### src/rtl/inv_sched_pkg.sv
// Shared definitions for the GF(2^N) inverter scheduler.
// Holds the FSM state encoding, the field width and reduction polynomial the
// external inverter core is built for, and the default RUN-state abort limit.
package inv_sched_pkg;

  // Field GF(2^5) with reduction polynomial x^5 + x^2 + 1.
  localparam int              FIELD_N    = 5;
  localparam logic [FIELD_N:0] FIELD_POLY = 6'b100101;

  // Default abort limit for RUN; it must cover the core latency (>= 4N+8).
  localparam int DEF_TIMEOUT = 64;

  typedef enum logic [2:0] {
    ST_IDLE = 3'd0,
    ST_CLR  = 3'd1,
    ST_LOAD = 3'd2,
    ST_RUN  = 3'd3,
    ST_RSP  = 3'd4
  } state_e;

endpackage

### src/rtl/inv_sched_if.sv
// Requester/response bus of the inverter scheduler.
//   REQ_VALID [NREQ]   : per-requester request
//   REQ_A     [NREQ*N] : operands, requester i at [i*N +: N]
//   REQ_READY [NREQ]   : one-hot grant pulse
//   RSP_VALID/RSP_READY: response handshake
//   RSP_ID/RSP_DATA/RSP_ERR : tagged result
// master = requester side, slave = scheduler side.
interface inv_sched_if #(
  parameter int N    = 5,
  parameter int NREQ = 4,
  parameter int IDW  = 2
);
  logic [NREQ-1:0]   REQ_VALID;
  logic [NREQ*N-1:0] REQ_A;
  logic [NREQ-1:0]   REQ_READY;
  logic              RSP_VALID;
  logic              RSP_READY;
  logic [IDW-1:0]    RSP_ID;
  logic [N-1:0]      RSP_DATA;
  logic              RSP_ERR;

  modport master (
    output REQ_VALID, REQ_A, RSP_READY,
    input  REQ_READY, RSP_VALID, RSP_ID, RSP_DATA, RSP_ERR
  );

  modport slave (
    input  REQ_VALID, REQ_A, RSP_READY,
    output REQ_READY, RSP_VALID, RSP_ID, RSP_DATA, RSP_ERR
  );
endinterface

### src/rtl/inv_sched_rr_arbiter.sv
// Combinational round-robin arbiter.
//   req [NREQ] : request vector
//   ptr [IDW]  : index of the last winner; search starts at ptr+1
//   en         : arbitration enable (grant forced to zero when low)
//   gnt [NREQ] : one-hot grant
//   idx [IDW]  : index of the granted requester
//   any        : a grant was issued
// The pointer register lives in the parent.
module rr_arbiter #(
  parameter int NREQ = 4,
  parameter int IDW  = 2
) (
  input  logic [NREQ-1:0] req,
  input  logic [IDW-1:0]  ptr,
  input  logic            en,
  output logic [NREQ-1:0] gnt,
  output logic [IDW-1:0]  idx,
  output logic            any
);
  int j;

  always_comb begin
    gnt = '0;
    idx = '0;
    any = 1'b0;
    j   = 0;
    if (en) begin
      // Walk ptr+1 .. ptr+NREQ (mod NREQ); the first hit wins.
      for (int k = 1; k <= NREQ; k++) begin
        j = (int'(ptr) + k) % NREQ;
        if (!any && req[j]) begin
          any    = 1'b1;
          gnt[j] = 1'b1;
          idx    = IDW'(j);
        end
      end
    end
  end
endmodule

### src/rtl/inv_sched.sv
// Shares one GF(2^N) inverter core among NREQ requesters.
// Per operation: round-robin grant, reset the core, load the operand, wait
// for done (or abort on timeout), return the inverse tagged with the
// requester ID. A zero operand skips the core and returns an error.
//   CLK, RST        : clock, synchronous active-high reset
//   bus (slave)     : requester/response handshake
//   BUSY            : FSM not idle
//   LAST_CYC [CW]   : RUN cycles of the last completed op (saturating)
//   INV_RST_N       : core reset, active-low
//   INV_A [N]       : core operand, INV_IN_VALID its load strobe
//   INV_OUT [N]     : core result, INV_OUT_VALID done level
module inv_sched
  import inv_sched_pkg::*;
#(
  parameter int N       = FIELD_N,
  parameter int NREQ    = 4,
  parameter int IDW     = 2,
  parameter int TIMEOUT = DEF_TIMEOUT,
  parameter int CW      = 8
) (
  input  logic          CLK,
  input  logic          RST,
  inv_sched_if.slave    bus,
  output logic          BUSY,
  output logic [CW-1:0] LAST_CYC,
  output logic          INV_RST_N,
  output logic [N-1:0]  INV_A,
  output logic          INV_IN_VALID,
  input  logic [N-1:0]  INV_OUT,
  input  logic          INV_OUT_VALID
);
  localparam int              CNTW     = (TIMEOUT > 1) ? $clog2(TIMEOUT) : 1;
  localparam logic [CNTW-1:0] CNT_LAST = CNTW'(TIMEOUT - 1);
  localparam int              SAT      = (1 << CW) - 1;

  state_e          state, nxt;
  logic [IDW-1:0]  ptr, id, gidx;
  logic [NREQ-1:0] gnt;
  logic            any;
  logic [N-1:0]    op, gop, rsp_data;
  logic            rsp_err;
  logic [CNTW-1:0] cnt;
  logic [CW-1:0]   last_cyc;

  function automatic logic [CW-1:0] sat_cyc(input int v);
    return (v >= SAT) ? CW'(SAT) : CW'(v);
  endfunction

  // Grants only in IDLE and never while reset is asserted, so a requester
  // cannot be acknowledged by a cycle that is about to be discarded.
  rr_arbiter #(.NREQ(NREQ), .IDW(IDW)) u_arb (
    .req (bus.REQ_VALID),
    .ptr (ptr),
    .en  (state == ST_IDLE && !RST),
    .gnt (gnt),
    .idx (gidx),
    .any (any)
  );

  assign gop = bus.REQ_A[int'(gidx)*N +: N];

  // State register
  always_ff @(posedge CLK) begin
    if (RST) state <= ST_IDLE;
    else     state <= nxt;
  end

  // Next state
  always_comb begin
    nxt = state;
    case (state)
      ST_IDLE: if (any) nxt = (gop == '0) ? ST_RSP : ST_CLR;
      ST_CLR:  nxt = ST_LOAD;
      ST_LOAD: nxt = ST_RUN;
      ST_RUN:  if (INV_OUT_VALID || cnt == CNT_LAST) nxt = ST_RSP;
      ST_RSP:  if (bus.RSP_READY) nxt = ST_IDLE;
      default: nxt = ST_IDLE;
    endcase
  end

  // Outputs
  always_comb begin
    bus.REQ_READY = gnt;
    bus.RSP_VALID = (state == ST_RSP);
    bus.RSP_ID    = id;
    bus.RSP_DATA  = rsp_data;
    bus.RSP_ERR   = rsp_err;
    BUSY          = (state != ST_IDLE);
    LAST_CYC      = last_cyc;
    // Core is held in reset by our own reset too, so an aborted op leaves
    // nothing running in the core.
    INV_RST_N     = ~(RST | (state == ST_CLR));
    INV_IN_VALID  = (state == ST_LOAD);
    INV_A         = (state == ST_LOAD) ? op : '0;
  end

  // Operation context, cycle counter and response registers
  always_ff @(posedge CLK) begin
    if (RST) begin
      ptr      <= IDW'(NREQ - 1);
      id       <= '0;
      op       <= '0;
      cnt      <= '0;
      rsp_data <= '0;
      rsp_err  <= 1'b0;
      last_cyc <= '0;
    end else begin
      case (state)
        ST_IDLE: if (any) begin
          ptr <= gidx;
          id  <= gidx;
          op  <= gop;
          if (gop == '0) begin
            rsp_data <= '0;
            rsp_err  <= 1'b1;
          end
        end
        ST_LOAD: cnt <= '0;
        ST_RUN: begin
          cnt <= cnt + 1'b1;
          if (INV_OUT_VALID) begin
            rsp_data <= INV_OUT;
            rsp_err  <= 1'b0;
            last_cyc <= sat_cyc(int'(cnt) + 1);
          end else if (cnt == CNT_LAST) begin
            rsp_data <= '0;
            rsp_err  <= 1'b1;
            last_cyc <= sat_cyc(TIMEOUT);
          end
        end
        default: ;
      endcase
    end
  end
endmodule
### src/flat_wrapper.sv
// flat-port wrapper written by rule: the top's interface ports become plain ports
module inv_sched_flat import inv_sched_pkg::*;
#(
  parameter int N       = FIELD_N,
  parameter int NREQ    = 4,
  parameter int IDW     = 2,
  parameter int TIMEOUT = DEF_TIMEOUT,
  parameter int CW      = 8
)
  (CLK, RST, BUSY, LAST_CYC, INV_RST_N, INV_A, INV_IN_VALID, INV_OUT, INV_OUT_VALID, bus_REQ_VALID, bus_REQ_A, bus_RSP_READY, bus_REQ_READY, bus_RSP_VALID, bus_RSP_ID, bus_RSP_DATA, bus_RSP_ERR);
  inv_sched_if #(.N(N), .NREQ(NREQ), .IDW(IDW)) bus_i ();
  input  logic CLK;
  input  logic RST;
  output logic BUSY;
  output logic [CW-1:0] LAST_CYC;
  output logic INV_RST_N;
  output logic [N-1:0] INV_A;
  output logic INV_IN_VALID;
  input  logic [N-1:0] INV_OUT;
  input  logic INV_OUT_VALID;
  input wire logic [$bits(bus_i.REQ_VALID)-1:0] bus_REQ_VALID;
  input wire logic [$bits(bus_i.REQ_A)-1:0] bus_REQ_A;
  input wire logic [$bits(bus_i.RSP_READY)-1:0] bus_RSP_READY;
  output wire logic [$bits(bus_i.REQ_READY)-1:0] bus_REQ_READY;
  output wire logic [$bits(bus_i.RSP_VALID)-1:0] bus_RSP_VALID;
  output wire logic [$bits(bus_i.RSP_ID)-1:0] bus_RSP_ID;
  output wire logic [$bits(bus_i.RSP_DATA)-1:0] bus_RSP_DATA;
  output wire logic [$bits(bus_i.RSP_ERR)-1:0] bus_RSP_ERR;
  assign bus_i.REQ_VALID = bus_REQ_VALID;
  assign bus_i.REQ_A = bus_REQ_A;
  assign bus_i.RSP_READY = bus_RSP_READY;
  assign bus_REQ_READY = bus_i.REQ_READY;
  assign bus_RSP_VALID = bus_i.RSP_VALID;
  assign bus_RSP_ID = bus_i.RSP_ID;
  assign bus_RSP_DATA = bus_i.RSP_DATA;
  assign bus_RSP_ERR = bus_i.RSP_ERR;
  inv_sched #(.N(N), .NREQ(NREQ), .IDW(IDW), .TIMEOUT(TIMEOUT), .CW(CW)) u_core (.CLK(CLK), .RST(RST), .bus(bus_i), .BUSY(BUSY), .LAST_CYC(LAST_CYC), .INV_RST_N(INV_RST_N), .INV_A(INV_A), .INV_IN_VALID(INV_IN_VALID), .INV_OUT(INV_OUT), .INV_OUT_VALID(INV_OUT_VALID));
endmodule
### config.mk
export PLATFORM = sky130hd
export DESIGN_NAME = inv_sched_flat
export DESIGN_NICKNAME = d
export VERILOG_FILES = /design/src/rtl/inv_sched_pkg.sv /design/src/rtl/inv_sched_if.sv /design/src/rtl/inv_sched_rr_arbiter.sv /design/src/rtl/inv_sched.sv /design/src/flat_wrapper.sv
export SDC_FILE = /design/constraint.sdc
export NUM_CORES = 1
export LEC_CHECK = 0
export CAP_MARGIN = 25
export CELL_PAD_IN_SITES_DETAIL_PLACEMENT = 1
export CELL_PAD_IN_SITES_GLOBAL_PLACEMENT = 1
export CORE_MARGIN = 10
export CORE_UTILIZATION = 31
export CTS_CLUSTER_DIAMETER = 120
export DETAILED_ROUTE_END_ITERATION = 10
export PLACE_DENSITY = 0.81
export SLEW_MARGIN = 40
export SYNTH_ARGS = -nofsm -noshare
export SYNTH_HDL_FRONTEND = slang
export SYNTH_SLANG_ARGS = --single-unit
### constraint.sdc
create_clock -name CLK -period 2.98 [get_ports CLK]
set_input_delay 0.298 -clock CLK [delete_from_list [all_inputs] [get_ports CLK]]
set_output_delay 0.298 -clock CLK [all_outputs]
set_load 0.03 [all_outputs]
; After elaboration in Yosys (flattened, before gate mapping)
; Cells that the tools add are included.
[classes]
div = 0
n_lt_le_gt_ge = 9
shifts = 1
n_mux = 61
n_reduce_logical = 27
mul = 1
n_eq_ne = 10
addsub = 6
n_bitwise = 9
[ops]
columns = operator, n
row1 = greater-or-equal comparator 32 x 9 -> 1 bit (second input constant), 1
row2 = 2-to-1 mux 4 bit, 8
row3 = indexed part select 20 x 32 -> 5 bit, 1
row4 = 2-to-1 mux 5 bit, 5
row5 = 2-to-1 mux 1 bit, 24
row6 = 2-to-1 mux 8 bit, 3
row7 = less-than comparator 3 x 4 -> 1 bit (second input constant), 4
row8 = case mux 3 bit (5 select lines), 1
row9 = greater-or-equal comparator 3 x 1 -> 1 bit (second input constant), 4
row10 = 2-to-1 mux 3 bit, 4
row11 = bitwise OR 4 bit, 3
row12 = case mux 6 bit (2 select lines), 1
row13 = 2-to-1 mux 2 bit, 5
row14 = case mux 5 bit (2 select lines), 1
row15 = binary-select mux 1 bit (select 2 bit), 4
row16 = demux 1 bit (select 2 bit), 4
row17 = logical AND 1 bit, 8
row18 = OR reduction 2 bit, 4
row19 = adder 6 x 1 -> 7 bit (second input constant), 1
row20 = adder 6 x 1 -> 6 bit (second input constant), 1
row21 = equality test 3 x 2 -> 1 bit (second input constant), 2
row22 = equality test 6 bit (second input constant), 1
row23 = nonzero test 2 bit, 3
row24 = logical NOT 5 bit, 1
row25 = 19 further kinds, 30
[word_totals]
out_inout_bits = 29
ram_bits = 0
mem_count = 0
rom_bits = 0
inputBits = 33
reg_bits = 32
latchBits = 0

; Longest topological paths before layout
; Gate-level depths: netlist of the first run.
[logic_depth]
word_depth = 26
depth_mapped = 13

; Cells and area by module
; A second synthesis of the first run with hierarchy kept.
[hier_totals]
hier_cells = 251
area_unflattened_um2 = 2093.3
[modules_own_cells]
columns = mod, area_each_um2, n_inst, cells_each
row1 = inv_sched, 1572.8, 1, 185
row2 = rr_arbiter, 520.5, 1, 66

; Least setup slack after synthesis of the first run
; No wires, ideal clock.
[synth_timing]
path_type = flip-flop to flip-flop
from = register u_core.ptr[1]
to = register u_core.rsp_data[0], in the netlist u_core.bus.RSP_DATA[0]
n_path_buf = 2
setup_time_ps = 116
setup_slack_ps = -329
path_stages_with_launch = 12
arrival_ps = 3192
cell_sequence = dfxtp_1 clkbuf_1 inv_1 ha_1 clkbuf_1 mux4_1 or4b_4 a21oi_4 o221ai_1 a22oi_2 nand4_4 a41o_1
[synth_via]
elab_chain_cells = 23
elab_cells_between_ends = 41
cone_classes = 4 x add/sub / 1 x mul / 2 x eq/ne / 1 x shift / 25 x mux / 8 x reduce/logical
[synth_lines]
columns = element, line_no
row1 = "start, declared", inv_sched.sv:37  ; logic [IDW-1:0] ptr, id, gidx;
row2 = "start signal, assigned", inv_sched.sv:100  ; ptr <= IDW'(NREQ - 1);
row3 = "start signal, assigned", inv_sched.sv:110  ; ptr <= gidx;
row4 = adder 2 x 1 -> 2 bit, inv_sched_rr_arbiter.sv:30  ; j = (int'(ptr) + k) % NREQ;
row5 = binary-select mux 1 bit (select 2 bit), inv_sched_rr_arbiter.sv:31  ; if (!any && req[j]) begin
row6 = 2-to-1 mux 1 bit (not written as such) (2 in series), inv_sched_rr_arbiter.sv:31
row7 = 2-to-1 mux 1 bit, inv_sched_rr_arbiter.sv:31
row8 = 2-to-1 mux 1 bit, inv_sched_rr_arbiter.sv:27  ; if (en) begin
row9 = logical NOT 1 bit, inv_sched_rr_arbiter.sv:31
row10 = logical AND 1 bit, inv_sched_rr_arbiter.sv:31
row11 = 2-to-1 mux 1 bit, inv_sched_rr_arbiter.sv:31
row12 = [... 6 more ...], -
row13 = logical AND 1 bit, inv_sched_rr_arbiter.sv:31
row14 = 2-to-1 mux 2 bit, inv_sched_rr_arbiter.sv:31
row15 = 2-to-1 mux 2 bit, inv_sched_rr_arbiter.sv:27
row16 = multiplier 2 x 3 -> 5 bit, inv_sched.sv:60  ; assign gop = bus.REQ_A[int'(gidx)*N +: N];
row17 = indexed part select 20 x 32 -> 5 bit, inv_sched.sv:60
row18 = logical NOT 5 bit, inv_sched.sv:113  ; if (gop == '0) begin
row19 = inequality test 2 bit (no line), -
row20 = AND reduction 4 bit (no line) (*), -
row21 = "end signal, assigned", inv_sched.sv:114  ; rsp_data <= '0;
row22 = "end signal, assigned", inv_sched.sv:122  ; rsp_data <= INV_OUT;
row23 = "end signal, assigned", inv_sched.sv:126  ; rsp_data <= '0;
row24 = "end, declared", inv_sched.sv:40  ; logic [N-1:0] op, gop, rsp_data;
; Mark *: on every way between the ends. The rest lies on a longest branch, timed or not. The select of a mux whose other input is x is not followed.
; A chain may end at the register's enable or synchronous reset.

; Final worst setup path of the first run
[layout_timing]
from = input bus_REQ_VALID[0]
to = register u_core.rsp_data[0], in the netlist u_core.bus.RSP_DATA[0]
[layout_via]
elab_chain_cells = 22
elab_cells_between_ends = 37
cone_classes = 1 x mul / 2 x eq/ne / 1 x shift / 25 x mux / 8 x reduce/logical
[layout_lines]
columns = element, line_no
row1 = "start, declared", flat_wrapper.sv:21  ; input wire logic [$bits(bus_i.REQ_VALID)-1:0] bus_REQ_VALID;
row2 = binary-select mux 1 bit (select 2 bit), inv_sched_rr_arbiter.sv:31
row3 = 2-to-1 mux 1 bit (not written as such) (2 in series), inv_sched_rr_arbiter.sv:31
row4 = 2-to-1 mux 1 bit, inv_sched_rr_arbiter.sv:31
row5 = 2-to-1 mux 1 bit, inv_sched_rr_arbiter.sv:27
row6 = logical NOT 1 bit, inv_sched_rr_arbiter.sv:31
row7 = logical AND 1 bit, inv_sched_rr_arbiter.sv:31
row8 = 2-to-1 mux 1 bit, inv_sched_rr_arbiter.sv:31
row9 = 2-to-1 mux 1 bit, inv_sched_rr_arbiter.sv:27
row10 = [... 5 more ...], -
row11 = logical AND 1 bit, inv_sched_rr_arbiter.sv:31
row12 = 2-to-1 mux 2 bit, inv_sched_rr_arbiter.sv:31
row13 = 2-to-1 mux 2 bit, inv_sched_rr_arbiter.sv:27
row14 = multiplier 2 x 3 -> 5 bit, inv_sched.sv:60
row15 = indexed part select 20 x 32 -> 5 bit, inv_sched.sv:60
row16 = logical NOT 5 bit, inv_sched.sv:113
row17 = inequality test 2 bit (no line), -
row18 = AND reduction 4 bit (no line) (*), -
; Marks and branches as above.

==> flow_summary.ini, run 1 <==
[outcome]
status = completed

[finish]
layout.nets = 394
final_util_pct = 47.2
final_area_um2 = 3190
fill_cells = 788
fin_cells = 431
drive_above_1_share_pct = 21.1
area.growth.synth_to_final_pct = 49.0
diodes = 0

[synth]
synth_top_area_share_pct = 29.0
synth.area.mux_share_pct = 7.13
yosys.area.top_type = dfxtp_1
avgSynthCellArea_um2 = 8.11
seq_area_frac_synth_pct = 29.0
synthFlopType = dfxtp_1
synth_fa_ha_area_share_pct = 5.26
synth-async-reset-ratio_pct = 0
synth_common_cells = nor2_1 (33), dfxtp_1 (31), nand2_1 (26), a21oi_1 (16), o21ai_0 (13)
yosysMostFrequentCell = nor2_1
synth-edff-count = 0
ys_warn_count = 0
ys_seq_elements = 31
yosys-top-cells-area = dfxtp_1 (29%), nor2_1 (5.8%), ha_1 (5.3%)
synth.distinct_cells = 50
syn_nets = 306
synth_compound_gate_area_share_pct = 26.1
netlist_area_um2 = 2140
syn-instance-count = 264
synth-simple-area-share_pct = 25.2
synth_top_family_by_area = compound AO/OA/AOI/OAI gates
synth_xor_area_share_pct = 1.64

[clock_tree]
cts_root_buffer = clkbuf_8
hold_buffers = 0
clkSinkCount = 31
numCtsBuffers = 5
tritoncts = built
path_clk_slew_ns = 0.06
worstSkewPairLatency_ns = 0.28
cts_buffer_depth = 2
cts.htree.levels = 2

[drt]
drtIter0Drc = 96
wl_per_cell_um = 17.2
viasPerCell = 5.36
wirelength_mm = 7.41
drt_drc_violations_left = 0
vias = 2310
ant_nets = 0
firstDrtPassIters = 4

[place]
io_buffers = 60
pre_cts_ws_ns = -0.266
dp_cells = 418
post_dp_cell_area_um2 = 3040
dp_hpwl_mm = 5.71
place.gp.congestion = 0.844

[power_and_ir_drop]
p_sw_share_pct = 44.1
ir_worst_vdd_mv = 0.430
power.switching_mw = 1.28
intPower_mw = 1.62
p_comb_share_pct = 70.9
pwr-share-seq_pct = 18.7
p_leak_nw = 1.32
powerDensity_nw_per_um2 = 909
power_frac_clock_pct = 10.4

[sta]
fin_crit_sh_pct = 97.5
tightest_slew_ns = 0.655
fin_ws_ns = 0.0749
setup_violations = 0
max_clock_freq_ghz = 0.344
fin_tns_setup_ns = 0
max_slew_margin_pct = 56.1
period_needed_ns = 2.91
final_max_slew_viol_count = 0
skew_ns = 0.00658
hold_violations = 0

[worst_hold_path]
min_path_cells = 2
min_path_type = flip-flop to flip-flop

[worst_setup_path]
cp.required_ns = 3.16
cp_data_arrival_time_ns = 3.09
cp-start-kind = primary input
critPathKind = primary input to flip-flop
crit_fanout = 7
r2r_cells = 8
endpoint_kind = flip-flop

[die]
die_x_um = 103
rows = 30
fp.coreArea_um2 = 6760
io_pins = 62
start_util_pct = 31.7
dieHeight_um = 103
die_area_um2 = 10600

[grt]
grt_max_degree = 28
antenna_found_initial = 0
grt-ovfl-total = 0
grt_usage_pct = 14.0
first_global_vias = 2473
grt_first_pass_wirelength_mm = 12.1

[run]
maxCapViolCount = 0
[flip-flops by register name, indices dropped and copies added (netlist names)]
signal               cells
u_core.op                5
u_core.LAST_CYC          7
u_core.bus.RSP_ID        2
u_core.ptr               2
u_core.cnt               6
u_core.bus.RSP_ERR       1
u_core.state             3
u_core.bus.RSP_DATA      5
[stage by stage]
step / power, mW / hold WS [ns]
finish: 2.90 / 0.467
global route: 3.13 / 0.489
CTS: 2.79 / 0.471
detailed placement: 2.47 / 0.463
global placement: 2.42 / 0.444
floorplan: 1.76 / 0.435
[metal layers]
layer | vias to the layer above | global-route usage, % | share of wire [%]
met5 | - | 0 | 0
met4 | 0 | 4.71 | 0.94
met3 | 5 | 3.35 | 4.9
met2 | 56 | 23.2 | 49
met1 | 1110 | 17.3 | 45
li1 | 1139 | - | -
[worst max-delay path, cell delays in order]
cell	delay [ns]
clkdlybuf4s50_1	0.50
mux4_2	0.57
or4b_4	0.60
a21oi_4	0.25
o221ai_2	0.14
a22oi_2	0.27
nand4_4	0.18
a41o_1	0.26
[area by class of cell]
class | count | area, µm² | share of cell area, %
repair buffers | 98 | 935 | 29.3
inverters | 9 | 33.8 | 1.06
multi-input cells | 207 | 1430 | 44.7
clock buffers | 6 | 72.6 | 2.28
flip-flops and latches | 31 | 623 | 19.5
well taps | 80 | 100 | 3.14
[power groups by stage]
stage          clock network, mW  logic (mW)  registers (mW)
6_report                   0.301        2.05           0.543
5_1_grt                    0.323        2.25           0.554
4_1_cts                    0.308        1.95           0.538
3_5_place_dp                   0        1.92           0.547
3_3_place_gp                   0        1.88           0.544
2_1_floorplan                  0        1.17           0.583
[cell families (layout without fill, tap and decap cells)]
family,after synthesis,after routing
compound gates,77,77
xor+xnor,4,4
fa+ha+maj,9,9
buf+inv,26,113
flops,31,31
mux,9,9
other cells,1,1
simple gates,107,107
[cells in the final DEF (no fill, tap or decap), types with 4 or more instances in the layout]
master,instances
a221oi_1,6
buf_12,4
a21oi_1,16
nand2_1,26
inv_1,7
o21ai_0,13
nand3_1,12
nor2b_1,4
and2_1,7
nor2_1,33
o211ai_1,6
mux4_2,4
a22oi_1,11
buf_4,37
and3_1,5
nand4_1,4
ha_1,8
clkbuf_8,5
a41o_1,5
dfxtp_1,29
a31o_2,4
clkdlybuf4s50_1,54
[path summary, 6_finish.rpt]
| kind | startpoint | endpoint | slack, ns |
|---|---|---|---|
| setup / recovery | bus_REQ_VALID[0] | u_core.bus.RSP_DATA[0] | 0.07 |
| hold / removal | u_core.bus.RSP_ID[0] | u_core.bus.RSP_ID[0] | 0.47 |
| setup reg to reg | u_core.ptr[0] | u_core.bus.RSP_DATA[0] | 0.11 |
| hold reg to reg | u_core.bus.RSP_ID[0] | u_core.bus.RSP_ID[0] | 0.47 |
[repair_timing]
action,in CTS,in global routing
gates resized for setup,1,9
pin swaps,1,12
endpoints found under the hold margin,0,0
setup endpoints to repair,4,12
cloned,0,0
buffers inserted,1,6
Power figures use the tool's default switching activity.
==> run 2: changes to the inputs <==
--- a/config.mk
+++ b/config.mk
@@ -9,10 +9,10 @@
 export CELL_PAD_IN_SITES_DETAIL_PLACEMENT = 1
 export CELL_PAD_IN_SITES_GLOBAL_PLACEMENT = 1
 export CORE_MARGIN = 10
-export CORE_UTILIZATION = 31
+export CORE_UTILIZATION = 35
 export CTS_CLUSTER_DIAMETER = 120
 export DETAILED_ROUTE_END_ITERATION = 10
-export PLACE_DENSITY = 0.81
+export PLACE_DENSITY = 0.86
 export SLEW_MARGIN = 40
 export SYNTH_ARGS = -nofsm -noshare
 export SYNTH_HDL_FRONTEND = slang
==> constraint.sdc (replaced) <==
create_clock -name CLK -period 3.1 [get_ports CLK]
set_input_delay 0.31 -clock CLK [delete_from_list [all_inputs] [get_ports CLK]]
set_output_delay 0.31 -clock CLK [all_outputs]
set_load 0.03 [all_outputs]
==> run 2 against run 1 <==
  * Combinational power is 14% lower
  * Cell count is 4.9% lower
  * Worst hold slack better by 0.011 ns
  * Core utilization is 4.4 points higher
  * Register-to-register slack worse by 0.02 ns
  * Critical path depth stayed put
  * Via count is 1.2% higher
  * Sequential cell count stayed put
  * Clock skew is 0.0018 ns higher
  * Setup slack better by 0.019 ns
  * Wire length is 0.39% lower
  * Largest cell class unchanged
  * Largest power group unchanged
  * Highest routed layer unchanged
==> flow_summary.ini, run 2 (synthesized netlist as in run 1, its figures left out) <==
[finish]
layout_commonest_cell = clkdlybuf4s50_1
diodes = 0
drive_above_1_share_pct = 16.7
layout.nets = 376
fill_cells = 713
final_area_um2 = 3060
area.growth.synth_to_final_pct = 42.7
final_util_pct = 51.6
multiInputGateArea_um2 = 1420
regArea_um2 = 621
layout_common_cells = clkdlybuf4s50_1 (56), nor2_1 (33), dfxtp_1 (31)
largest_register_ffs = 7

[drt]
viasPerCell = 5.70
drt_drc_violations_left = 0
firstDrtPassIters = 5
vias = 2338
ant_nets = 0
wl_per_cell_um = 18.0
drtIter0Drc = 94
wirelength_mm = 7.38

[die]
die_area_um2 = 9650
fp.coreArea_um2 = 5920
io_pins = 62
die_x_um = 98.2
start_util_pct = 36.2
rows = 28
dieHeight_um = 98.2

[worst_setup_path]
r2r_cells = 8
critPathSlowestCell = or4b_4
cp_data_arrival_time_ns = 3.18
worstReg2RegStart = u_core.ptr[0]
cp-start-kind = flip-flop
slowest_delay_ns = 0.57
crit_chain = buf_4 -> mux4_2 -> or4b_4 -> a21oi_4 -> o211ai_1 -> a22oi_2 -> nand4_4 -> a41o_1
r2r_end = u_core.bus.RSP_DATA[2]
rrSetupSlack_ns = 0.09
crit_fanout = 8
endpoint_kind = flip-flop
cp.required_ns = 3.27
startpoint = u_core.ptr[0]
critPathKind = flip-flop to flip-flop

[place]
place.gp.congestion = 0.845
dp_hpwl_mm = 5.54
pre_cts_ws_ns = -0.108
post_dp_cell_area_um2 = 2900
io_buffers = 60

[clock_tree]
path_clk_slew_ns = 0.07
numCtsBuffers = 5
cts_root_buffer = clkbuf_8
clkSinkCount = 31
cts.htree.levels = 2
cts_buffer_depth = 2
tritoncts = built
hold_buffers = 0
worstSkewPairLatency_ns = 0.28

[worst_hold_path]
min_path_cells = 2
min_path_type = flip-flop to flip-flop
hp-start = u_core.bus.RSP_ID[0]
whs_endpoint = u_core.bus.RSP_ID[0]

[sta]
hold_violations = 0
fin_crit_sh_pct = 97.0
skew_ns = 0.00842
tightest_slew_ns = 0.731
max_slew_margin_pct = 51.0
final_max_slew_viol_count = 0
fin_ws_ns = 0.0939
period_needed_ns = 3.01
setup_violations = 0
max_clock_freq_ghz = 0.333

[power_and_ir_drop]
p_sw_share_pct = 44.8
powerDensity_nw_per_um2 = 887
power_frac_clock_pct = 15.1
p_comb_share_pct = 65.0
pwr-share-seq_pct = 19.9
p_leak_nw = 1.25
ir_worst_vdd_mv = 0.392
intPower_mw = 1.50
finalPower_mw = 2.71
power.switching_mw = 1.21

[grt]
grt_max_degree = 28
grt-ovfl-total = 0
first_global_vias = 2486
grt_first_pass_wirelength_mm = 12.1
grt_usage_pct = 14.6
antenna_found_initial = 0

[outcome]
status = completed

[run]
maxCapViolCount = 0
==> run 2: power groups by stage <==
stage	clock network (mW)	registers [mW]	logic [mW]
final	0.409	0.539	1.76
after global routing	0.437	0.551	1.92
after CTS	0.411	0.537	1.65
after detailed placement	0	0.545	1.64
after global placement	0	0.538	1.58
after floorplan	0	0.557	1.09
==> run 2: through the flow <==
stage,setup TNS [ns],cells,hold WS (ns)
global placement,0,401,0.450
finish,0,410,0.477
floorplan,0,264,0.435
global route,-0.0832,410,0.514
detailed placement,-0.563,401,0.474
CTS,0,409,0.483
==> run 2: how the worst max path moves through the flow <==
stage | end | slack [ns] | cells past startpoint
2_1_floorplan | u_core.bus.RSP_DATA[0] | 0.0009 | 11
3_3_place_gp | u_core.bus.RSP_DATA[0] | 0.01 | 8
3_5_place_dp | u_core.bus.RSP_DATA[2] | -0.11 | 10
4_1_cts | u_core.bus.RSP_DATA[2] | 0.05 | 9
5_1_grt | u_core.bus.RSP_DATA[1] | -0.03 | 9
6_report | u_core.bus.RSP_DATA[2] | 0.09 | 8
==> run 2: per-layer routing <==
| layer | global-route usage, % | share of wire [%] | wire length, µm |
|---|---|---|---|
| met5 | 0 | 0 | 0 |
| met4 | 3.86 | 1.4 | 105 |
| met3 | 2.75 | 3.3 | 241 |
| met2 | 26.8 | 51 | 3780 |
| met1 | 16.7 | 44 | 3260 |
==> run 2: worst max-delay path, delay by kind of cell (launching register included) <==
family,cells,cell delay (ns)
flops,1,0.37
simple gates,2,0.75
compound gates,4,1.01
buf+inv,1,0.20
mux,1,0.55
==> run 2: area by class of cell <==
class	instances	share of cell area, %
repair buffers	80	25.1
inverters	9	1.11
well taps	75	3.07
flip-flops and latches	31	20.3
multi-input cells	207	46.6
clock buffers	6	2.70
clock inverters	2	1.15
==> run 2: what timing repair did <==
action / CTS / global route
buffers inserted: 0 / 1
gates resized for setup: 0 / 10
endpoints found under the setup margin: 0 / 12
==> run 3: changes to the inputs <==
--- a/config.mk
+++ b/config.mk
@@ -13,7 +13,8 @@
 export CTS_CLUSTER_DIAMETER = 120
 export DETAILED_ROUTE_END_ITERATION = 10
 export PLACE_DENSITY = 0.86
-export SLEW_MARGIN = 40
+export SKIP_CTS_REPAIR_TIMING = 1
+export SLEW_MARGIN = 20
 export SYNTH_ARGS = -nofsm -noshare
 export SYNTH_HDL_FRONTEND = slang
 export SYNTH_SLANG_ARGS = --single-unit
==> results of run 3 <==
Final layout, timing and power as in run 2 (identical DEF).
